===== config.mk =====
export PLATFORM = sky130hd
export DESIGN_NAME = fpu_wb_arbiter
export DESIGN_NICKNAME = d
export VERILOG_FILES = /design/src/rtl/fpu_wb_arbiter_pkg.sv /design/src/rtl/fp_scoreboard.sv /design/src/rtl/fpu_wb_arbiter.sv
export SDC_FILE = /design/constraint.sdc
export NUM_CORES = 1
export LEC_CHECK = 0
export CAP_MARGIN = 20
export CORE_MARGIN = 5
export CORE_UTILIZATION = 46
export DETAILED_ROUTE_END_ITERATION = 8
export PLACE_DENSITY = 0.88
export SYNTH_ARGS = -nofsm -noshare
export SYNTH_HDL_FRONTEND = slang
export SYNTH_SLANG_ARGS = --single-unit

===== constraint.sdc =====
create_clock -name clk -period 1.7 [get_ports clk]
set_input_delay 0.34 -clock clk [delete_from_list [all_inputs] [get_ports clk]]
set_output_delay 0.34 -clock clk [all_outputs]
set_load 0.01 [all_outputs]

===== src/rtl/fpu_wb_arbiter_pkg.sv =====
// ---------------------------------------------------------------------------
// fpu_wb_arbiter_pkg
//   Shared widths, exception-flag bit positions and helper types for the FP
//   register-file write side (fpu_wb_arbiter and fp_scoreboard).
//
//   XLEN      : FP data width
//   LOG2_FRF  : FP register index width, NUM_FREG = 2**LOG2_FRF registers
//   FFLAGS_W  : width of the IEEE exception flag vector {NV,DZ,OF,UF,NX}
// ---------------------------------------------------------------------------
package fpu_wb_arbiter_pkg;

    localparam int XLEN           = 32;
    localparam int LOG2_FRF       = 5;
    localparam int NUM_FREG       = 1 << LOG2_FRF;
    localparam int STARVE_LIM_DEF = 4;

    // fflags layout, LSB first: NX, UF, OF, DZ, NV.
    localparam int FFLAGS_W = 5;
    localparam int FFLAG_NX = 0;
    localparam int FFLAG_UF = 1;
    localparam int FFLAG_OF = 2;
    localparam int FFLAG_DZ = 3;
    localparam int FFLAG_NV = 4;

    // Which source owns the write port in the current cycle.
    typedef enum logic [1:0] {
        SRC_NONE = 2'd0,
        SRC_LD   = 2'd1,
        SRC_FPU  = 2'd2
    } wb_src_e;

    // One register-file write request.
    typedef struct packed {
        logic [LOG2_FRF-1:0] rd;
        logic [XLEN-1:0]     data;
    } wb_req_t;

    // One-hot decode of a register index, all-zero when not enabled.
    function automatic logic [NUM_FREG-1:0] reg_onehot(input logic                en,
                                                       input logic [LOG2_FRF-1:0] idx);
        logic [NUM_FREG-1:0] v;
        v = '0;
        if (en) begin
            v[idx] = 1'b1;
        end
        return v;
    endfunction

endpackage


===== src/rtl/fp_scoreboard.sv =====
// ---------------------------------------------------------------------------
// fp_scoreboard
//   Pending-write bit per FP register. A bit is set when an FP-writing
//   instruction issues to that register and cleared when the register file
//   write for it happens. Three combinational read ports let the issue stage
//   probe its source operands.
//
//   clk, rst_n           : clock, async active-low reset (all bits clear)
//   set_en / set_idx     : mark set_idx pending at the next edge
//   clr_en / clr_idx     : clear clr_idx at the next edge
//   rd_idx1..3           : probed register indices
//   rd_busy1..3          : probed register has a pending write
//
//   A set and clear of the same index in one cycle leaves the bit set: the
//   newly issued instruction still owes a write. Setting an already set bit
//   is idempotent; there is no per-register counting.
// ---------------------------------------------------------------------------
module fp_scoreboard
    import fpu_wb_arbiter_pkg::*;
(
    input  logic                clk,
    input  logic                rst_n,
    input  logic                set_en,
    input  logic [LOG2_FRF-1:0] set_idx,
    input  logic                clr_en,
    input  logic [LOG2_FRF-1:0] clr_idx,
    input  logic [LOG2_FRF-1:0] rd_idx1,
    input  logic [LOG2_FRF-1:0] rd_idx2,
    input  logic [LOG2_FRF-1:0] rd_idx3,
    output logic                rd_busy1,
    output logic                rd_busy2,
    output logic                rd_busy3
);

    logic [NUM_FREG-1:0] busy;
    logic [NUM_FREG-1:0] set_mask;
    logic [NUM_FREG-1:0] clr_mask;
    logic [NUM_FREG-1:0] busy_next;

    always_comb begin
        set_mask  = reg_onehot(set_en, set_idx);
        clr_mask  = reg_onehot(clr_en, clr_idx);
        // Clear first, then set, so a simultaneous set on the same index wins.
        busy_next = (busy & ~clr_mask) | set_mask;
    end

    always_ff @(posedge clk or negedge rst_n) begin
        if (!rst_n) begin
            busy <= '0;
        end else begin
            busy <= busy_next;
        end
    end

    // Reads come from the registered vector only; a write landing this
    // cycle is not visible until the following cycle.
    assign rd_busy1 = busy[rd_idx1];
    assign rd_busy2 = busy[rd_idx2];
    assign rd_busy3 = busy[rd_idx3];

endmodule


===== src/rtl/fpu_wb_arbiter.sv =====
// ---------------------------------------------------------------------------
// fpu_wb_arbiter
//   Write side of the FP register file. Arbitrates between FPU results and
//   FLW load data for the single registered write port, tracks pending
//   writes per register for hazard stalls, and accumulates sticky fflags.
//
//   clk, rst_n                      : clock, async active-low reset
//   fpu_valid/fpu_ready             : FPU result handshake
//   fpu_rd, fpu_data, fpu_fflags    : FPU destination, result, flags
//   ld_valid/ld_ready               : FLW data handshake
//   ld_rd, ld_data                  : FLW destination and data
//   iss_valid, iss_rd               : FP-writing issue marks iss_rd pending
//   chk_rs1..3 / rs1..3_busy        : scoreboard probes for the issue stage
//   FRegWrite, wb_rd, wb_data       : registered register-file write port
//   fflags, fflags_clr              : sticky exception flags, CSR clear
//
// Handshake: a source presents *_valid with its payload held stable until it
// sees *_ready high in the same cycle; that cycle is the transfer. *_ready is
// a combinational grant computed from both valids and the starvation counter
// only, never from the other ready, so there is no combinational loop. At
// most one ready is high per cycle, and the write port never back-pressures.
//
// Priority is load over FPU. The FPU is forced through once it has lost
// STARVE_LIM consecutive contended cycles, so a waiting FPU result is always
// written eventually even under a continuous load stream.
// ---------------------------------------------------------------------------
module fpu_wb_arbiter
    import fpu_wb_arbiter_pkg::*;
#(
    parameter int STARVE_LIM = STARVE_LIM_DEF
)
(
    input  logic                clk,
    input  logic                rst_n,
    input  logic                fpu_valid,
    output logic                fpu_ready,
    input  logic [LOG2_FRF-1:0] fpu_rd,
    input  logic [XLEN-1:0]     fpu_data,
    input  logic [FFLAGS_W-1:0] fpu_fflags,
    input  logic                ld_valid,
    output logic                ld_ready,
    input  logic [LOG2_FRF-1:0] ld_rd,
    input  logic [XLEN-1:0]     ld_data,
    input  logic                iss_valid,
    input  logic [LOG2_FRF-1:0] iss_rd,
    input  logic [LOG2_FRF-1:0] chk_rs1,
    input  logic [LOG2_FRF-1:0] chk_rs2,
    input  logic [LOG2_FRF-1:0] chk_rs3,
    output logic                rs1_busy,
    output logic                rs2_busy,
    output logic                rs3_busy,
    output logic                FRegWrite,
    output logic [LOG2_FRF-1:0] wb_rd,
    output logic [XLEN-1:0]     wb_data,
    output logic [FFLAGS_W-1:0] fflags,
    input  logic                fflags_clr
);

    localparam int              CNT_W   = (STARVE_LIM < 1) ? 1 : $clog2(STARVE_LIM + 1);
    localparam logic [CNT_W-1:0] CNT_MAX = CNT_W'(STARVE_LIM);

    logic [CNT_W-1:0] starve_cnt;
    logic             fpu_forced;
    wb_src_e          grant_src;
    wb_req_t          win_req;

    // ------------------------------------------------------------------
    // Grant
    // ------------------------------------------------------------------
    always_comb begin
        fpu_forced = fpu_valid && (starve_cnt == CNT_MAX);
        grant_src  = SRC_NONE;
        if (ld_valid && !fpu_forced) begin
            grant_src = SRC_LD;
        end else if (fpu_valid) begin
            grant_src = SRC_FPU;
        end
    end

    assign ld_ready  = (grant_src == SRC_LD);
    assign fpu_ready = (grant_src == SRC_FPU);

    always_comb begin
        win_req.rd   = ld_rd;
        win_req.data = ld_data;
        if (grant_src == SRC_FPU) begin
            win_req.rd   = fpu_rd;
            win_req.data = fpu_data;
        end
    end

    // ------------------------------------------------------------------
    // Starvation counter, write register, sticky flags
    // ------------------------------------------------------------------
    always_ff @(posedge clk or negedge rst_n) begin
        if (!rst_n) begin
            starve_cnt <= '0;
            FRegWrite  <= 1'b0;
            wb_rd      <= '0;
            wb_data    <= '0;
            fflags     <= '0;
        end else begin
            // Counts only cycles where the FPU waited behind a load; any
            // cycle without an FPU request ends the losing streak.
            if (!fpu_valid || (grant_src == SRC_FPU)) begin
                starve_cnt <= '0;
            end else if ((grant_src == SRC_LD) && (starve_cnt != CNT_MAX)) begin
                starve_cnt <= starve_cnt + CNT_W'(1);
            end

            // Write strobe is a single-cycle pulse; index/data hold when idle.
            FRegWrite <= (grant_src != SRC_NONE);
            if (grant_src != SRC_NONE) begin
                wb_rd   <= win_req.rd;
                wb_data <= win_req.data;
            end

            // A CSR clear arriving with an FPU grant clears the old flags but
            // keeps the new result's flags.
            if (grant_src == SRC_FPU) begin
                fflags <= (fflags_clr ? '0 : fflags) | fpu_fflags;
            end else if (fflags_clr) begin
                fflags <= '0;
            end
        end
    end

    // ------------------------------------------------------------------
    // Pending-write scoreboard, cleared by the write actually leaving
    // the write register.
    // ------------------------------------------------------------------
    fp_scoreboard u_scoreboard (
        .clk      (clk),
        .rst_n    (rst_n),
        .set_en   (iss_valid),
        .set_idx  (iss_rd),
        .clr_en   (FRegWrite),
        .clr_idx  (wb_rd),
        .rd_idx1  (chk_rs1),
        .rd_idx2  (chk_rs2),
        .rd_idx3  (chk_rs3),
        .rd_busy1 (rs1_busy),
        .rd_busy2 (rs2_busy),
        .rd_busy3 (rs3_busy)
    );

endmodule

==> results of run 1 <==
what timing repair did:
action | 4_1_cts | 5_1_grt
endpoints found under the hold margin | 28 | 0
setup buffers | 12 | 2
gates cloned | 3 | 0
pin swaps | 12 | 10
endpoints found under the setup margin | 10 | 6
gates resized for setup | 61 | 6
hold buffers | 1 | 0
metal layers:
| layer | GRT usage, % | share of wire, % |
|---|---|---|
| met1 | 29.78 | 37 |
| met5 | 0 | 0 |
| met3 | 7.225 | 9.4 |
| met4 | 12.69 | 4.0 |
| met2 | 43.70 | 49 |
flip-flops by register name, indices dropped and copies added, names as in the netlist:
signal and cells:
FRegWrite 1, fflags 5, starve_cnt 3, u_scoreboard.busy 32
wb_data 32, wb_rd 5
metrics by stage:
| stage | hold WS (ns) | instance area [µm²] |
|---|---|---|
| detailed placement | 0.2988 | 6093 |
| global route | 0.4263 | 6487 |
| global placement | 0.2972 | 6093 |
| finish | 0.4207 | 6487 |
| CTS | 0.4049 | 6457 |
| floorplan | 0.04441 | 4344 |
synth_stat cells (4+ instances only):
master	instances
clkbuf_1	8
nand3b_1	10
mux2i_1	85
inv_1	4
nor2b_1	4
nor2_1	9
a22oi_1	12
o21ai_0	98
nand3_1	10
a21oi_1	9
dfrtp_1	78
buf_2	11
a22o_1	5
nand2_1	60
worst paths after layout:
check | start | to | slack, ns | cells past startpoint
worst max-delay path | u_scoreboard.busy[21] | rs3_busy | -0.34 | 6
worst min-delay path | fpu_valid | FRegWrite | 0.42 | 3
worst max register to register | wb_rd[0] | u_scoreboard.busy[12] | 0.12 | 4
worst min register to register | fflags[1] | fflags[1] | 0.52 | 1
max in group asynchronous | rst_n | wb_data[28] | 0.68 | 3
min in group asynchronous | rst_n | wb_data[21] | 0.47 | 2
worst reg2reg max path, cell delays in order (launching register included):
cell and delay [ns]:
dfrtp_1 0.40, buf_4 0.15, or3b_2 0.57, o21ai_0 0.21, o21ai_0 0.12
logic make-up (layout without fill, tap and decap cells):
logic type | after synthesis | count (layout) | share of synthesized area (%)
and+or+nand+nor | 113 | 113 | 12.79
muxes | 85 | 85 | 19.59
DFF | 78 | 78 | 44.93
AOI/OAI and AO/OA | 134 | 134 | 17.45
buffers and inverters | 29 | 217 | 4.464
adders and majority gates | 2 | 2 | 0.5759
xor gates and xnor gates | 1 | 1 | 0.2016
report_power, final:
group          total, mW  switching (mW)  internal [mW]
registers           2.72           0.480           2.24
clock network       1.28           0.731          0.544
logic               1.91           0.875           1.03
total               5.90            2.09           3.81
final cells by class:
type	instances	share of cell area, %
Clock buffer	9	1.909
Clock inverter	7	0.8679
Inverter	4	0.2314
Multi-Input combinational cell	335	34.60
Sequential cell	78	30.13
Tap cell	129	2.488
Timing Repair Buffer	197	29.78
==> reports/qor.csv, run 1 <==
stage,metric,value,unit
die,die_x,107.2,µm
logic_synthesis,postSynthAreaPerCell,9.828,µm²
cells_and_area,layout_common_cells,"133 x clkdlybuf4s50_1, 98 x o21ai_0, 80 x mux2i_1",
timing,min_period,2.037,ns
logic_synthesis,synth.distinct_cells,31,
placement,io_buffer_count,152,
clock_tree,htree_levels,3,
worst_setup_path,worstSetupPathType,reg2out,
worst_setup_path,cp_cell_sequence,mux2i_1 -> a22oi_1 -> nand4b_1 -> a21oi_1 -> a311o_1 -> buf_2,
worst_setup_path,slowest_stage,dfrtp_1,
routing,drt_wl_total,14.80,mm
cells_and_area,n_antenna_cell,0,
clock_tree,cts_tree,built,
clock_tree,cts_buffers,9,
power,power_density,909.5,mW/mm²
timing,hold_viol,0,
timing,fin_crit_sh,119.9,%
clock_tree,cts_buffer_depth,2,
die,initial_core_util,47.01,%
die,dieHeight,107.2,µm
logic_synthesis,yosysSeqAreaShare,44.93,%
worst_setup_path,crit_family,compound AO/OA/AOI/OAI gates,
timing,fmax,0.4908,GHz
timing,finClkSkew,0.01605,ns
logic_synthesis,async_reset_ff_share,100.0,%
cells_and_area,seq_area,0.001954,mm²
logic_synthesis,yosys_register_bits,78,
placement,dpl_worst_slack,-0.9827,ns
worst_setup_path,crit_required,1.36,ns
timing,slew_violations,0,
job,cap_violations,0,
routing,vias_per_cell,5.679,
logic_synthesis,synth_area_leaders,"dfrtp_1 45%, mux2i_1 20%, o21ai_0 11%",
clock_tree,cts_num_sinks,78,
cells_and_area,final_common_cell,clkdlybuf4s50_1,
global_route,overflow,0,
logic_synthesis,ys.warnings.count,0,
power,leakagePower,2.825,nW
logic_synthesis,synth_flop_cell,dfrtp_1,
cells_and_area,drive_gt1_share,14.60,%
logic_synthesis,synth_area,0.004344,mm²
timing,relSlewSlack,61.46,%
placement,place.gp.congestion,0.9880,
timing,setup_viol_count_final,4,
timing,fin_ws,-0.3375,ns
cells_and_area,n_fill_cell,657,
power,ir_drop,579.9,µV
cells_and_area,syn2layout_area_growth,49.34,%
worst_setup_path,worst_setup_path_start_kind,flop,
cells_and_area,multi_input_area,0.002245,mm²
routing,ant_nets,0,
clock_tree,path_clk_slew,0.10,ns
global_route,grtUsageTotal,25.76,%
power,power.total,5.900,mW
clock_tree,cts_root_buffer,clkbuf_8,
routing,drc,0,
die,ios,153,
cells_and_area,stdcell_count,759,
worst_setup_path,path_buf_inv,1,
status,violations,setup timing,
die,core_area,0.009240,mm²
status,status,"complete, but fails checks",
routing,drt-pass1-iter-count,5,
worst_hold_path,hp-class,in2reg,
die,die-area,0.01149,mm²
die,rows,35,
logic_synthesis,synthesis.nets,549,
cells_and_area,finalNetCount,732,
global_route,grt_max_degree,57,
global_route,grt_pass1_wl,23.08,mm
logic_synthesis,syn_inst,442,
routing,wl_per_cell,19.50,µm
cells_and_area,final_util,70.21,%
placement,dp_hpwl,10.84,mm
logic_synthesis,yosysTopAreaCell,dfrtp_1,
worst_setup_path,crit_path_end_kind,output pin,
timing,finalSetupTns,-0.9910,ns
clock_tree,insertion_delay,0.36,ns
timing,rsz0062_at_grt,true,
worst_setup_path,cp_slowest_stage_delay,0.45,ns
logic_synthesis,synth_top_area_share,44.93,%
routing,route.vias.total,4310,
logic_synthesis,synth-edff-count,0,
global_route,grt_antenna_before_repair,0,
worst_setup_path,critical_path_arrival,1.70,ns
routing,drtIter0Drc,363,
worst_setup_path,cp_max_fo,4,
timing,worst_pin_slew,0.5781,ns
placement,dp.cells,725,
global_route,grt_pass1_vias,4441,
Power figures use the tool's default switching activity.
==> inputs of run 2 (changes only) <==
Settings changed: CAP_MARGIN 20 to not set.
==> results of run 2 <==
The final DEF is identical to that of run 1; final timing and power are the same.
==> inputs of run 3 (changes only) <==
--- a/config.mk
+++ b/config.mk
@@ -9,4 +9,5 @@
 export CORE_UTILIZATION = 46
 export DETAILED_ROUTE_END_ITERATION = 8
+export MAX_ROUTING_LAYER = met4
 export PLACE_DENSITY = 0.88
 export SYNTH_ARGS = -nofsm -noshare
==> constraint.sdc (replaced) <==
create_clock -name clk -period 1.7 [get_ports clk]
set_input_delay 0.255 -clock clk [delete_from_list [all_inputs] [get_ports clk]]
set_output_delay 0.255 -clock clk [all_outputs]
set_load 0.01 [all_outputs]
==> run 3 against run 2 <==
Effect of this change: non-clock buffer count is the same; flip-flop and latch count stayed put; critical path type unchanged; clock skew decreased by 0.0015 ns; critical path depth unchanged; the flow still finishes with violations (setup timing); highest routed layer unchanged; fmax is 4.1% higher.
==> reports/qor.csv, run 3 (synthesis gave the netlist of run 1 again) <==
stage,metric,value,unit,change
timing,finClkSkew,0.01452,ns,-0.001537 ns
routing,drtIter0Drc,325,,-10%
placement,placed_area,0.006078,mm²,-0.25%
die,dieHeight,107.2,µm,unchanged
timing,worst_pin_slew,0.5742,ns,-0.003903 ns
routing,drt-pass1-iter-count,6,,+1
routing,vias_per_cell,5.701,,+0.39%
die,core_area,0.009240,mm²,unchanged
timing,slew_violations,0,,unchanged
timing,fin_crit_sh,115.1,%,-4.7 points
power,power_density,922.3,mW/mm²,+1.4%
clock_tree,htree_levels,3,,unchanged
routing,drc,0,,unchanged
die,rows,35,,unchanged
timing,hold_viol,0,,unchanged
worst_setup_path,crit_family,flip-flops,,
global_route,grt_pass1_vias,4591,,+3.4%
status,status,"complete, but fails checks",,
worst_setup_path,crit_path_end_kind,output pin,,
routing,drt_wl_total,15.03,mm,+1.6%
power,power.total,6.027,mW,+2.2%
cells_and_area,top_regs,"u_scoreboard.busy: 32 flops, wb_data: 32 flops",,
placement,place.gp.congestion,0.9435,,-4.5%
global_route,use_met1,30.71,%,+0.93 points
timing,relSlewSlack,61.72,%,+0.26 points
routing,wl_per_cell,19.80,µm,+1.6%
worst_setup_path,ff2ff_path_depth,8,,+4
clock_tree,cts_tree,built,,
cells_and_area,final_util,70.72,%,+0.51 points
timing,fmax,0.5109,GHz,+4.1%
worst_setup_path,worst_setup_path_start_kind,flop,,
cells_and_area,syn2layout_area_growth,50.43,%,
worst_setup_path,r2r_start,starve_cnt[0],,
timing,setup_viol_count_final,3,,-1
worst_setup_path,worstSetupPathType,reg2out,,
worst_hold_path,hp-class,in2reg,,
clock_tree,insertion_delay,0.35,ns,about the same
job,cap_violations,0,,unchanged
worst_hold_path,min_from,fpu_valid,,
cells_and_area,layout_common_cells,"135 x clkdlybuf4s50_1, 98 x o21ai_0, 83 x mux2i_1",,
worst_setup_path,critical_path_arrival,1.70,ns,about the same
cells_and_area,n_antenna_cell,0,,unchanged
placement,dp_hpwl,11.00,mm,+1.5%
worst_setup_path,slowest_stage,dfrtp_2,,
worst_setup_path,cp_max_fo,4,,unchanged
worst_setup_path,cp_num_cells,6,,unchanged
die,initial_core_util,47.01,%,unchanged
worst_hold_path,hold_depth,3,,unchanged
global_route,grt_max_degree,69,,+21%
worst_setup_path,cp_slowest_stage_delay,0.46,ns,about the same
global_route,grt_util_met3,7.044,%,-0.18 points
clock_tree,cts_num_sinks,78,,unchanged
die,ios,153,,unchanged
die,die_x,107.2,µm,unchanged
worst_setup_path,path_buf_inv,1,,unchanged
placement,io_buffer_count,152,,unchanged
power,leakagePower,2.853,nW,+1.0%
global_route,groute.layer.met2.usage,44.06,%,+0.36 points
power,ir_drop,626.4,µV,+8.0%
global_route,grt_busiest_layer,met2,,
worst_setup_path,cp_cell_sequence,mux2i_1 -> a22oi_1 -> nand4b_1 -> a21oi_2 -> a311o_1 -> buf_2,,
die,die-area,0.01149,mm²,unchanged
routing,ant_nets,0,,unchanged
timing,rsz0062_at_grt,true,,
worst_setup_path,crit_required,1.44,ns,+0.08 ns
timing,fin_ws,-0.2575,ns,+0.08001 ns
routing,route.vias.total,4327,,+0.39%
cells_and_area,final_area,0.006535,mm²,+0.73%
global_route,grtUsageTotal,26.57,%,+0.81 points
cells_and_area,final_common_cell,clkdlybuf4s50_1,,
clock_tree,cts_buffer_depth,2,,unchanged
cells_and_area,drive_gt1_share,16.19,%,+1.6 points
clock_tree,path_clk_slew,0.09,ns,about the same
clock_tree,cts_buffers,9,,unchanged
worst_setup_path,worstSetupStartpoint,u_scoreboard.busy[23],,
cells_and_area,finalNetCount,732,,unchanged
timing,min_period,1.957,ns,-0.08001 ns
global_route,overflow,0,,unchanged
global_route,grt_pass1_wl,23.24,mm,+0.69%
clock_tree,cts_root_buffer,clkbuf_8,,
status,violations,setup timing,,
global_route,grt_antenna_before_repair,0,,unchanged
[run 3: cell types whose count changed in the layout (fill, tap and decap cells not counted), moves of 3 or more]
cell           before  now
mux2i_1            80   83
dfrtp_2             2   13
dlygate4sd2_1       9    6
dfrtp_1            76   65
[run 3: routing by layer]
| layer | share of wire [%] | up-vias |
|---|---|---|
| met4 | 3.0 | 0 |
| met3 | 9.2 | 43 |
| met2 | 49 | 267 |
| met5 | 0 | - |
| li1 | - | 1966 |
| met1 | 39 | 2051 |
[run 3: through the flow]
stage	setup TNS, ns	worst slack (ns)	hold slack (ns)	cells
after detailed placement	-8.511	-0.7956	0.2244	723
after floorplan	0	0.2335	-0.04059	442
after global placement	-7.536	-0.7796	0.2217	723
after global routing	-1.083	-0.3274	0.3430	759
after CTS	-0.6693	-0.2325	0.3316	756
final	-0.7306	-0.2575	0.3541	759
[run 3: where the power goes]
group	internal, mW	switching (mW)
Clock	0.683	0.697
Combinational	1.02	0.807
Sequential	2.26	0.561
[run 3: timing repair]
item / CTS / global route
pin swaps: 14 / 10
hold buffers: 1 / 0
gates resized for setup: 53 / 16
setup endpoints to repair: 34 / 42
gates cloned: 3 / 0
endpoints found under the hold margin: 30 / 0
setup buffers: 13 / 3
[run 3: final timing paths]
path,slack [ns],end
max,-0.26,rs3_busy
min,0.35,FRegWrite
max reg2reg,0.05,fflags[0]
min reg2reg,0.52,fflags[4]
max in group asynchronous,0.76,wb_data[26]
min in group asynchronous,0.39,wb_data[14]
[run 3: layout make-up]
| class | count | area (µm²) |
|---|---|---|
| fill | 631 | 2705 |
| inverter | 4 | 15.01 |
| timing repair buffer | 197 | 1959 |
| multi-input combinational | 335 | 2241 |
| tap | 129 | 161.4 |
| clock inverter | 5 | 58.81 |
| clock buffer | 11 | 131.4 |
| sequential | 78 | 1968 |
[run 3: tightest hold or removal path: stages]
cell and delay (ns):
buf_2 0.13, buf_4 0.18, or2_2 0.12
